===== config.mk =====
export PLATFORM = sky130hd
export DESIGN_NAME = fft_sample_buffer
export DESIGN_NICKNAME = d
export VERILOG_FILES = /design/src/rtl/fft_sample_buffer.sv
export SDC_FILE = /design/constraint.sdc
export NUM_CORES = 1
export LEC_CHECK = 0
export BUFFER_PORTS_ARGS = -buffer_cell sky130_fd_sc_hd__buf_4
export CORE_MARGIN = 4
export CORE_UTILIZATION = 30
export CTS_CLUSTER_SIZE = 25
export DETAILED_ROUTE_END_ITERATION = 8
export GPL_ROUTABILITY_DRIVEN = 0
export PLACE_DENSITY = 0.43
export SLEW_MARGIN = 30
export SYNTH_ARGS = -nofsm -noshare
export SYNTH_HDL_FRONTEND = slang
export SYNTH_SLANG_ARGS = --single-unit

===== constraint.sdc =====
create_clock -name CLK_I -period 9.7 [get_ports CLK_I]
set_input_delay 1.455 -clock CLK_I [delete_from_list [all_inputs] [get_ports CLK_I]]
set_output_delay 1.455 -clock CLK_I [all_outputs]
set_load 0.01 [all_outputs]

===== src/rtl/fft_sample_buffer.sv =====
// Complex sample store between the Wishbone slave and the FFT core: streams
// stored samples out in bit-reversed order and captures results in natural order.
module fft_sample_buffer #(
    parameter int sample           = 8,
    parameter int n_bit_for_sample = 3
) (
    input  logic                        CLK_I,
    input  logic                        RST_NI,
    input  logic                        wr_en,
    input  logic [1:0]                  wr_sel_wishbone,
    input  logic [1:0]                  rd_sel_wishbone,
    input  logic [n_bit_for_sample-1:0] wishbone_addr,
    input  logic signed [31:0]          data_in,
    output logic signed [31:0]          data_out,
    input  logic                        start,
    output logic                        done,
    output logic                        err,
    output logic                        src_valid,
    input  logic                        src_ready,
    output logic signed [31:0]          src_re,
    output logic signed [31:0]          src_im,
    output logic                        src_last,
    input  logic                        res_valid,
    input  logic signed [31:0]          res_re,
    input  logic signed [31:0]          res_im,
    input  logic                        res_last
);

    localparam int CW = n_bit_for_sample + 1;
    localparam logic [CW-1:0] ZERO_CNT = CW'(0);
    localparam logic [CW-1:0] ONE_CNT  = CW'(1);
    localparam logic [CW-1:0] LAST_IDX = CW'(sample - 1);
    localparam logic [CW-1:0] FULL_CNT = CW'(sample);
    localparam logic [n_bit_for_sample-1:0] ZERO_IDX = n_bit_for_sample'(0);

    typedef enum logic [1:0] {
        ST_IDLE    = 2'd0,
        ST_SEND    = 2'd1,
        ST_COLLECT = 2'd2,
        ST_DONE    = 2'd3
    } state_t;

    function automatic logic [n_bit_for_sample-1:0] bitrev(input logic [n_bit_for_sample-1:0] idx);
        logic [n_bit_for_sample-1:0] rev;
        for (int i = 0; i < n_bit_for_sample; i++) begin
            rev[i] = idx[n_bit_for_sample-1-i];
        end
        return rev;
    endfunction

    logic signed [31:0] in_re_r  [sample];
    logic signed [31:0] in_im_r  [sample];
    logic signed [31:0] out_re_r [sample];
    logic signed [31:0] out_im_r [sample];

    state_t                      state_r;
    logic                        start_d_r;
    logic [CW-1:0]               send_cnt_r;
    logic [CW-1:0]               res_cnt_r;

    logic                        trigger_s;
    logic                        wr_accept_s;
    logic                        capture_s;
    logic                        capture_final_s;
    logic                        beat_xfer_s;
    logic [CW-1:0]               next_cnt_s;
    logic [n_bit_for_sample-1:0] next_addr_s;
    logic [n_bit_for_sample-1:0] res_addr_s;
    logic                        unused_rd_sel_s;

    assign unused_rd_sel_s = rd_sel_wishbone[1];

    // Handshake decode: trigger, write acceptance, result capture and beat transfer
    always_comb begin
        trigger_s       = start & ~start_d_r;
        wr_accept_s     = 1'b0;
        capture_s       = 1'b0;
        beat_xfer_s     = 1'b0;
        next_cnt_s      = send_cnt_r + ONE_CNT;
        next_addr_s     = bitrev(next_cnt_s[n_bit_for_sample-1:0]);
        res_addr_s      = res_cnt_r[n_bit_for_sample-1:0];
        if (state_r == ST_IDLE || state_r == ST_DONE) begin
            wr_accept_s = wr_en & wr_sel_wishbone[1];
        end else begin
            // Count guard keeps stray results after the last one out of the banks
            capture_s = res_valid & (res_cnt_r < FULL_CNT);
        end
        if (state_r == ST_SEND) begin
            beat_xfer_s = src_valid & src_ready;
        end else begin
            beat_xfer_s = 1'b0;
        end
        capture_final_s = capture_s & (res_cnt_r == LAST_IDX);
    end

    // Input banks written from the Wishbone side while the core is not busy
    always_ff @(posedge CLK_I) begin
        if (wr_accept_s) begin
            if (wr_sel_wishbone[0]) begin
                in_im_r[wishbone_addr] <= data_in;
            end else begin
                in_re_r[wishbone_addr] <= data_in;
            end
        end
    end

    // Result banks filled in natural order from the core's result stream
    always_ff @(posedge CLK_I) begin
        if (capture_s) begin
            out_re_r[res_addr_s] <= res_re;
            out_im_r[res_addr_s] <= res_im;
        end
    end

    // Registered Wishbone read port
    always_ff @(posedge CLK_I or negedge RST_NI) begin
        if (!RST_NI) begin
            data_out <= 32'sd0;
        end else begin
            data_out <= rd_sel_wishbone[0] ? out_im_r[wishbone_addr] : out_re_r[wishbone_addr];
        end
    end

    // Control FSM with registered source beat and status outputs
    always_ff @(posedge CLK_I or negedge RST_NI) begin
        if (!RST_NI) begin
            state_r    <= ST_IDLE;
            start_d_r  <= 1'b1;
            send_cnt_r <= ZERO_CNT;
            res_cnt_r  <= ZERO_CNT;
            done       <= 1'b0;
            err        <= 1'b0;
            src_valid  <= 1'b0;
            src_re     <= 32'sd0;
            src_im     <= 32'sd0;
            src_last   <= 1'b0;
        end else begin
            start_d_r <= start;
            case (state_r)
                ST_IDLE, ST_DONE: begin
                    if (trigger_s) begin
                        state_r    <= ST_SEND;
                        done       <= 1'b0;
                        err        <= 1'b0;
                        send_cnt_r <= ZERO_CNT;
                        res_cnt_r  <= ZERO_CNT;
                        src_valid  <= 1'b1;
                        src_re     <= in_re_r[bitrev(ZERO_IDX)];
                        src_im     <= in_im_r[bitrev(ZERO_IDX)];
                        src_last   <= 1'b0;
                    end else if (wr_accept_s) begin
                        state_r <= ST_IDLE;
                        done    <= 1'b0;
                    end
                end
                ST_SEND: begin
                    if (beat_xfer_s) begin
                        if (src_last) begin
                            src_valid <= 1'b0;
                            src_last  <= 1'b0;
                            // Results may already be complete when the last beat leaves
                            if (res_cnt_r == FULL_CNT || capture_final_s) begin
                                state_r <= ST_DONE;
                                done    <= 1'b1;
                            end else begin
                                state_r <= ST_COLLECT;
                            end
                        end else begin
                            send_cnt_r <= next_cnt_s;
                            src_re     <= in_re_r[next_addr_s];
                            src_im     <= in_im_r[next_addr_s];
                            src_last   <= (next_cnt_s == LAST_IDX);
                        end
                    end
                end
                ST_COLLECT: begin
                    if (capture_final_s) begin
                        state_r <= ST_DONE;
                        done    <= 1'b1;
                    end
                end
                default: begin
                    state_r <= ST_IDLE;
                end
            endcase
            if (capture_s) begin
                res_cnt_r <= res_cnt_r + ONE_CNT;
                if (res_last != (res_cnt_r == LAST_IDX)) begin
                    err <= 1'b1;
                end
            end
        end
    end

endmodule


==> impl_results.md <==
- Status: finished, final reports clean
- Post-synthesis sequential area ratio: 77.2%
- Final Skew: 0.0386 ns
- Clk slew on worst S/H paths: 0.05 ns
- Seq cells post-synth: 1135
- Worst Setup Path Type: in -> reg
- Final Util: 36.0%
- Setup TNS Final: 0 ns
- Core area: 144000 um^2
- Worst reg2reg path startpoint: send_cnt_r[0]
- Vias post-DR: 24100
- Placed insts: 4520
- PostCTS Resize Cnt: 0
- Clk root buf: clkbuf_16
- Vias in the first global route: 24900
- Final Total Pwr: 13.1 mW
- Area of all placed cells without fillers: 51700 um^2
- Crit path launch type: primary input
- Starting Density: 30.2%
- Endpoints failing setup: 0
- I/O Buffers: 208
- Unrepaired setup endpoints after global routing: false
- Maximum vdd drop: 0.177 mV
- Max Used Layer: met5
- Post-Syn Area per Cell: 17.3 um^2
- Post-CTS Setup Bufs: 0
- Slew Viols, Final: 0
- Final net count: 2865
- DR vias/cell: 5.05
- Worst hold start: src_im[20]
- Site Rows: 139
- Multi-input logic area: 9420 um^2
- Met1 WL: 52400 um
- Total power per unit cell area: 253 nW/um^2
- CTS tree: yes
- Area grow syn2layout: 19.2%
- DP Worst Slack: 5.22 ns
- Post-Synthesis Cells: 2503
- All-Layer GR Usage: 16.0%
- Leakage power: 18.2 nW
- Max Clk Rate: 274 MHz
- Top FF cell, synth: edfxtp_1
- WP data required: 10.36 ns
- Gr ovfl total: 0
- Drt pass-1 iters: 7
- Post-synth EDFFs: 1024
- Crit path arrival time: 4.31 ns
- Worst setup startpoint: wishbone_addr[2]
- Tcrit/Tclk final: 37.7%
- Measured slew at the worst slew-check pin: 1.00 ns
- WL met3: 8160 um
- Crit path time final: 3.66 ns
- Synth cell types: 54
- Placed Area: 47500 um^2
- CP max FO: 58
- Register area: 33500 um^2
- Initial drt markers: 1830
- Die width: 388 um
- Worst Setup Slack, final: 6.04 ns
- Proportion of layout cells with a drive suffix above 1: 21.6%
- Worst hold slack: 0.479 ns
- Fill count: 13500
- DR DRC count: 0
- Die area: 151000 um^2
- H-Tree Depth: 4
- # Max-Cap Violations: 0
- Average wire per standard cell: 25.7 um
- Synth warn: 0
- Cts hold-fix bufs: 0
- CTS sink count: 1135
- First-pass GRT wire length: 176000 um
- Num CTS Buffers: 130
- Mapped cell area: 43400 um^2
- Initial antenna violation count: 22
- Hpwl dp: 66400 um
- Post-synth ARST share: 9.78%
- Met2 routed wirelength: 59300 um
- Crit. End Element: flip-flop
- Post-route ant nets: 0
- Worst Hold Class: reg -> reg
- Fin. Hold Viols: 0
- Largest net degree at the start of global routing: 129
- Final Non-Filler Cells: 4766
- Commonest non-fill, non-tap cell in the layout: edfxtp_1
- Die Y: 388 um
- Commonest cells after routing, fill and taps aside: edfxtp_1, buf_4, nand2_1, mux2i_1, clkbuf_16
- Clock Latency Late Sink: 0.75 ns
- I/O pin total: 210
- Max Root-Sink Buffers: 3
- Relative slew slack: 33.3%
- Syn Nets: 2619
- Wirelength, routed: 122000 um
==> power breakdown <==
part / switching, mW / total, mW / internal [mW]
combinational: 1.50 / 2.32 / 0.825
clock: 1.97 / 4.78 / 2.81
sequential: 0.208 / 5.98 / 5.77
total: 3.68 / 13.1 / 9.41
==> synth_stat cells (10+ instances only) <==
| library cell | n | area share (%) |
|---|---|---|
| a31oi_1 | 18 | 0.26 |
| o22ai_1 | 46 | 0.66 |
| a222oi_1 | 39 | 0.90 |
| nand2b_1 | 12 | 0.17 |
| buf_1 | 12 | 0.10 |
| mux2_2 | 43 | 1.1 |
| clkbuf_1 | 82 | 0.71 |
| dfrtp_1 | 110 | 6.3 |
| o221ai_1 | 41 | 0.83 |
| edfxtp_1 | 1024 | 71 |
| o21ai_0 | 111 | 1.3 |
| a22oi_1 | 31 | 0.54 |
| a21oi_1 | 55 | 0.63 |
| nand2_1 | 201 | 1.7 |
| a22o_1 | 38 | 0.77 |
| nor2b_1 | 10 | 0.14 |
| a221oi_1 | 34 | 0.69 |
| a211oi_1 | 13 | 0.22 |
| mux4_2 | 68 | 3.5 |
| mux2i_1 | 175 | 4.0 |
| nand3_1 | 115 | 1.3 |
| nor2_1 | 58 | 0.50 |
| a21o_1 | 20 | 0.35 |
| buf_2 | 55 | 0.63 |
==> registers in the layout, summed over array words and instances, names as in the netlist, 2 cells and up <==
signal and cells:
in_im_r 256, in_re_r 256, out_im_r 256, out_re_r 256, data_out 32, src_im 32, src_re 32, res_cnt_r 4
send_cnt_r 4, state_r 2
==> worst paths after layout <==
kind,to,slack (ns),cells past startpoint
min reg2reg,src_im[20],0.48,2
min in group asynchronous,src_im[10],0.66,1
max in group asynchronous,src_im[13],7.89,2
min,src_im[20],0.48,2
max,data_out[16],6.04,8
max reg2reg,src_re[16],6.19,7
==> worst max-delay path: stages <==
cell      delay (ns)
buf_6           0.50
buf_4           0.56
nor2b_1         0.82
buf_4           0.37
a22oi_1         0.10
o221ai_1        0.19
a21oi_1         0.08
a21oi_1         0.16
==> cell families (layout without fill, tap and decap cells) <==
kind of cell | after synthesis | after routing | share of synthesized area, %
AO/OA/AOI/OAI | 482 | 482 | 7.84
XOR/XNOR | 4 | 4 | 0.0807
adder cells (fa/ha/maj) | 6 | 6 | 0.173
buffers and inverters | 167 | 517 | 1.70
flip-flops | 1135 | 1135 | 77.2
multiplexers | 286 | 286 | 8.68
other | 0 | 10 | 0
AND/OR/NAND/NOR | 423 | 423 | 4.30
==> layer usage <==
layer	vias up	global-route usage [%]
li1	10600	-
met1	12600	21.1
met2	709	26.3
met3	186	3.88
met4	12	4.40
met5	-	0
==> area by class of cell <==
type	instances	share of cell area [%]
Multi-Input combinational cell	1201	18.2
Clock buffer	189	7.07
Inverter	9	0.0653
Clock inverter	47	1.10
Antenna cell	10	0.0484
Sequential cell	1135	64.8
Tap cell	1903	4.60
Timing Repair Buffer	272	4.12
(Power assumes the default switching activity.)
